--- config.mk ---
export PLATFORM = sky130hd
export DESIGN_NAME = fetch_unit
export DESIGN_NICKNAME = d
export VERILOG_FILES = /design/src/rtl/fetch_unit.sv
export SDC_FILE = /design/constraint.sdc
export NUM_CORES = 1
export LEC_CHECK = 0
export ABC_AREA = 1
export BUFFER_PORTS_ARGS = -buffer_cell sky130_fd_sc_hd__buf_2
export CAP_MARGIN = 10
export CORE_UTILIZATION = 40
export CTS_BUF_LIST = sky130_fd_sc_hd__clkbuf_2 sky130_fd_sc_hd__clkbuf_4 sky130_fd_sc_hd__clkbuf_8
export DETAILED_ROUTE_END_ITERATION = 10
export GPL_TIMING_DRIVEN = 0
export PLACE_DENSITY_LB_ADDON = 0.05
export SLEW_MARGIN = 20
export SYNTH_ARGS = -nofsm -noshare
export SYNTH_HDL_FRONTEND = slang
export SYNTH_SLANG_ARGS = --single-unit
--- constraint.sdc ---
create_clock -name clk -period 2.57 [get_ports clk]
set_input_delay 0.514 -clock clk [delete_from_list [all_inputs] [get_ports clk]]
set_output_delay 0.514 -clock clk [all_outputs]
set_load 0.01 [all_outputs]
--- src/rtl/fetch_unit.sv ---
// rtl/fetch_unit.sv - PC/fetch stage feeding an IF/ID register from a combinational instruction ROM.
// Optional feature: define JUMP_SELF_HALT_EN to stop at a self-jump instead of looping on it.
module fetch_unit #(
  parameter int ADDR_W   = 8,
  parameter int RESET_PC = 0,
  parameter int PROG_LEN = 32
) (
  input  logic              clk,
  input  logic              reset_n,
  output logic [ADDR_W-1:0] read_address,
  input  logic [7:0]        instruction_in,
  input  logic              stall,
  input  logic              halt_req,
  input  logic              resume,
  output logic [7:0]        if_id_instr,
  output logic [ADDR_W-1:0] if_id_pc,
  output logic              if_id_valid,
  output logic              halted
);

  typedef enum logic [1:0] {S_BOOT, S_FETCH, S_HALT} state_t;

  localparam logic [ADDR_W-1:0] RESET_PC_W = ADDR_W'(RESET_PC);
  // One extra bit so PROG_LEN == 2^ADDR_W still compares correctly.
  localparam logic [ADDR_W:0]   PROG_LEN_W = (ADDR_W+1)'(PROG_LEN);

  state_t            state_q;
  logic [ADDR_W-1:0] pc_q;
  logic [7:0]        if_id_instr_q;
  logic [ADDR_W-1:0] if_id_pc_q;
  logic              if_id_valid_q;
  logic              halted_q;

  logic              is_jump;
  logic [ADDR_W-1:0] imm_ext;
  logic [ADDR_W-1:0] next_pc_d;
  logic              pc_in_range;

  always_comb begin
    is_jump     = (instruction_in[7:6] == 2'b11);
    imm_ext     = {{(ADDR_W-6){instruction_in[5]}}, instruction_in[5:0]};
    next_pc_d   = is_jump ? (pc_q + ADDR_W'(1) + imm_ext) : (pc_q + ADDR_W'(1));
    pc_in_range = ({1'b0, pc_q} < PROG_LEN_W);
  end

`ifdef JUMP_SELF_HALT_EN
  logic self_jump;
  always_comb self_jump = is_jump && (next_pc_d == pc_q);
`endif

  always_ff @(posedge clk or negedge reset_n) begin
    if (!reset_n) begin
      state_q       <= S_BOOT;
      pc_q          <= RESET_PC_W;
      if_id_instr_q <= 8'h00;
      if_id_pc_q    <= '0;
      if_id_valid_q <= 1'b0;
      halted_q      <= 1'b0;
    end else begin
      case (state_q)
        S_BOOT: begin
          if_id_valid_q <= 1'b0;
          if (halt_req) begin
            state_q  <= S_HALT;
            halted_q <= 1'b1;
          end else begin
            state_q <= S_FETCH;
          end
        end
        S_FETCH: begin
          if (!pc_in_range || halt_req) begin
            state_q       <= S_HALT;
            halted_q      <= 1'b1;
            if_id_valid_q <= 1'b0;
          end else if (!stall) begin
            if_id_instr_q <= instruction_in;
            if_id_pc_q    <= pc_q;
            if_id_valid_q <= 1'b1;
            pc_q          <= next_pc_d;
`ifdef JUMP_SELF_HALT_EN
            // The self-jump is still issued once; only the following fetch stops.
            if (self_jump) begin
              state_q  <= S_HALT;
              halted_q <= 1'b1;
            end
`endif
          end
        end
        S_HALT: begin
          if_id_valid_q <= 1'b0;
          if (resume && !halt_req && pc_in_range) begin
            state_q  <= S_FETCH;
            halted_q <= 1'b0;
          end
        end
        default: begin
          state_q       <= S_HALT;
          halted_q      <= 1'b1;
          if_id_valid_q <= 1'b0;
        end
      endcase
    end
  end

  assign read_address = pc_q;
  assign if_id_instr  = if_id_instr_q;
  assign if_id_pc     = if_id_pc_q;
  assign if_id_valid  = if_id_valid_q;
  assign halted       = halted_q;

endmodule

; ---- Yosys cells after proc, flatten, opt, wreduce, memory -nomap -nowiden
; Cells that the tools add are included.
[classes]
addsub = 2
order_cmp = 1
n_eq_ne = 7
mux = 12
n_bitwise = 2
reduce_logical = 9
[op_table]
columns = op, count
row1 = adder 8 x 1 -> 8 bit (second input constant), 1
row2 = adder 8 bit, 1
row3 = less-than comparator 8 x 6 -> 1 bit (second input constant), 1
row4 = 2-to-1 mux 8 bit, 1
row5 = 2-to-1 mux 1 bit, 6
row6 = 2-to-1 mux 2 bit, 3
row7 = inequality test 2 bit (second input constant), 3
row8 = case mux 2 bit (3 select lines), 1
row9 = AND reduction 3 bit, 2
row10 = equality test 2 bit (second input constant), 2
row11 = inequality test 3 bit (second input constant), 1
row12 = case mux 1 bit (3 select lines), 1
row13 = equality test 2 x 1 -> 1 bit (second input constant), 1
row14 = logical AND 1 bit, 2
row15 = logical NOT 1 bit, 2
row16 = logical NOT 2 bit, 1
row17 = inverter 1 bit, 2
row18 = AND reduction 2 bit, 1
row19 = logical OR 1 bit, 1
[totals]
ff_bits = 28
inputBits = 13
out_inout_bits = 26
elab_cells = 39

; ---- Longest topological paths before layout
[depth]
word_depth = 5
mapped_depth = 16
ltp_nobuf = 16

; ---- Worst setup path before layout
; Ideal clock, no wire load.
[synth_path]
path_kind = register to register
startpoint = register pc_q[1], in the netlist read_address[1]
endpoint = register pc_q[7], in the netlist read_address[7]
setup_time_ns = 0.117
arrival_ns = 1.943
t_required_ns = 2.453
path_slack_ns = 0.510
path_stages_with_launch = 16
path_buffers = 0
synth_period_minus_slack_ns = 2.060
cell_sequence = dfrtp_1 ha_1 nand2_1 inv_1 nand3_1 nor2_1 xor2_1 ha_1 nand2_1 inv_1 a21oi_1 nand3_1 nand3_1 nand2_1 nand3_1 nand2_1
[synth_between]
elab_chain_cells = 5
word_cells_on_any_way = 8
cone_classes = add/sub (2) / order compare (1) / mux (1) / bitwise (1) / reduce/logical (3)
[synth_lines]
columns = element, line
row1 = start: declaration, 28  ; logic [ADDR_W-1:0] pc_q;
row2 = start signal: assignment, 79  ; pc_q <= next_pc_d;
row3 = "parallel branches: the longest is 5 deep, another holds adder 8 x 1 -> 8 bit", -
; Several ways; the timed one is not identified.
; A chain may end at the register's enable or synchronous reset.

; ---- Worst setup path in the final report
; Ends and elaborated chain as after synthesis.

==> metrics <==
status=finished clean; Critical Path Source=read_address[1]$_DFFE_PN0P_; R2R depth=15; Die X=approximately 65 um; post-CTS setup buffer count=0; TritonRoute pass-1 iters=4; Core ar.=between 3000 and 4000 sq um; register area share after synthesis=0.438; number of global-route vias before repair=1288; Die Span Y=approximately 65 um; share of layout cells above drive strength 1=0.214; Skew-Pair Late Insertion Delay=0.27 ns; IO Count=39; CP Data Arrival Time=approximately 2.5 ns; CP cell instances=ha_1, nand2_1, inv_1, nand3_1, nor2_1, xor2_1, ha_1, nand2_1, inv_1, a21oi_1, nand3_1, nand3_1, nand2_1, nand3_1, nand2_1; final instance area=1890 sq um; Clock Skew=0.00250 ns; leading area contributor after synthesis=dfrtp_1; detailed-placement wirelength estimate=around 2500 um; clk buf depth=2; WL final=roughly 3300 um; clock-pin slew on the worst setup and hold paths=roughly 0.10 ns; Hold Vio Cnt, Final=0; Final period util=0.885; Yosys reg bits=28; crit start category=flop; CP Capture Type=flop; Setup CP Type=reg2reg; CTS root buf=clkbuf_8; setup_tns=0 ns; Row Count=22; post_cts resized=0; R2R Path Start=read_address[1]$_DFFE_PN0P_; Iter 0 DRT Violations=between 40 and 50; placer congestion estimate=between 0.8 and 0.9; pwr/cell area=about 390 nW/um^2; syn avg cell area=just under 8 sq um; Mapped Area=between 1500 and 2000 sq um; Worst Max-Slew Pin Slew=roughly 0.63 ns; GR Util All Layers=0.166; cell count after synthesis=202; fmax=around 0.44 GHz; total die area=4260 sq um; H-tree depth=1; Area after DPL=1850 sq um; min Tclk post-route=2.27 ns; Pleak=between 1 and 1.5 nW; initial antenna violation count=0; first-pass GRT wire length=roughly 5500 um; GR Overflow Total=0; Port Buffer Count=38; drt wl/cell=about 11 um; worst r2r dst=read_address[7]$_DFFE_PN0P_; via count=around 1400; Crit Path Max Fanout=5; max_slew headroom=0.581; area delta synth->final=18.2%; final slew viol count=0; CTS Buf Count=3; nets=roughly 270; slowest stage cell on the critical path=dfrtp_1; RSZ-0062 raised after global routing=false; worst hold path class=in2async; CTS Hold Bufs=0; Fillers=400; WP data required=approximately 2.7 ns; residual DRC count=0; CTS tree=done; Starting Density=0.427; Crit path largest cell delay=0.42 ns; synthesized net count=~230; synth top area cells=dfrtp_1, nand2_1, ha_1; share of the synthesized area in the top cell type=0.438; largest net degree at the start of global routing=29; Antenna Cells=0; Max IR drop VDD=about 0.00016 V; Distinct cells, synth=24; r2r setup slk=around 0.3 ns; CTS sink count=28; vias per cell=4.68; warnings from Yosys=0; endpoints failing setup=0; max-cap viol count=0; post-route ant nets=0
## critical path: cells and delay by family (launching register included)
kind	cells	cell delay, ns
AOI/OAI and AO/OA	1	0.20
and+or+nand+nor	9	0.80
DFF	1	0.42
buffers and inverters	2	0.13
adders and majority gates	2	0.47
xor gates and xnor gates	1	0.17
## synthesized netlist by cell type, drive strengths merged
cell	n
clkinv	1
fa	1
xor2	3
buf	3
nor2	16
dfrtp	28
or2	1
nand4	4
o21ai	12
ha	9
a31oi	3
nand3b	1
inv	23
nand3	15
nor3	1
nand2	73
a21oi	8
## metal layers
layer  vias up  part of all wire  global-route usage  wire length [um]
met4         0            0.0043              0.0408                14
met5         -                 0                   0                 0
met3         2             0.031              0.0208               103
met1       608              0.52               0.223              1710
met2        26              0.44               0.280              1450
li1        725                 -                   -                 -
## area by class of cell
class,count,area (sq um),share of cell area
clock buffers,3,41.3,0.0218
flip-flops and latches,28,701,0.370
well taps,48,60.1,0.0317
repair buffers,38,190,0.101
inverters,24,95.1,0.0503
plain buffers,3,33.8,0.0179
multi-input cells,147,771,0.407
## registers in the layout, summed over array words and instances (netlist names)
register      cells
read_address      8
if_id_instr       8
if_id_pc          8
if_id_valid       1
state_q           2
halted            1
## cells by family (layout without fill, tap and decap cells)
group / count (synthesis) / after routing / share of synthesized area
AND/OR/NAND/NOR: 111 / 111 / 0.306
flip-flops: 28 / 28 / 0.438
buffers and inverters: 27 / 68 / 0.0805
AO/OA/AOI/OAI: 23 / 23 / 0.0766
adder cells (fa/ha/maj): 10 / 10 / 0.0829
XOR/XNOR: 3 / 3 / 0.0164
## worst max path at each step
stage,cells after the start,end,slack (ns)
finish,15,read_address[7]$_DFFE_PN0P_,0.30
global route,15,read_address[7]$_DFFE_PN0P_,0.09
CTS,15,read_address[7]$_DFFE_PN0P_,0.28
detailed placement,15,read_address[7]$_DFFE_PN0P_,0.30
global placement,15,read_address[7]$_DFFE_PN0P_,0.28
floorplan,15,read_address[7]$_DFFE_PN0P_,0.51
## report_power, final
group | leakage, nW | switching (mW) | internal (mW)
sequential | 0.344 | 0 | 0.440
combinational | 0.714 | 0.0388 | 0.0211
clock | 0.0216 | 0.136 | 0.105
total | 1.08 | 0.175 | 0.566
## through the flow
| step | util | total power, mW | cells | hold WS (ns) | worst slack [ns] |
|---|---|---|---|---|---|
| 2_1_floorplan | - | 0.481 | 202 | 0.218 | 0.510 |
| 3_3_place_gp | 0.494 | 0.510 | 288 | 0.451 | 0.279 |
| 3_5_place_dp | 0.494 | 0.510 | 288 | 0.458 | 0.300 |
| 4_1_cts | 0.505 | 0.756 | 291 | 0.273 | 0.277 |
| 5_1_grt | 0.505 | 0.773 | 291 | 0.304 | 0.0901 |
| 6_report | 0.505 | 0.741 | 291 | 0.251 | 0.297 |
## cell usage in the layout, fill, tap and decap left out, types with 8 or more instances in the layout
cell type and count:
inv_1 21, nand3_1 15, ha_1 9, nand2_1 73, a21oi_1 8, o21ai_0 8
buf_2 38, nor2_1 13, dfrtp_1 28
(Power assumes the default switching activity.)
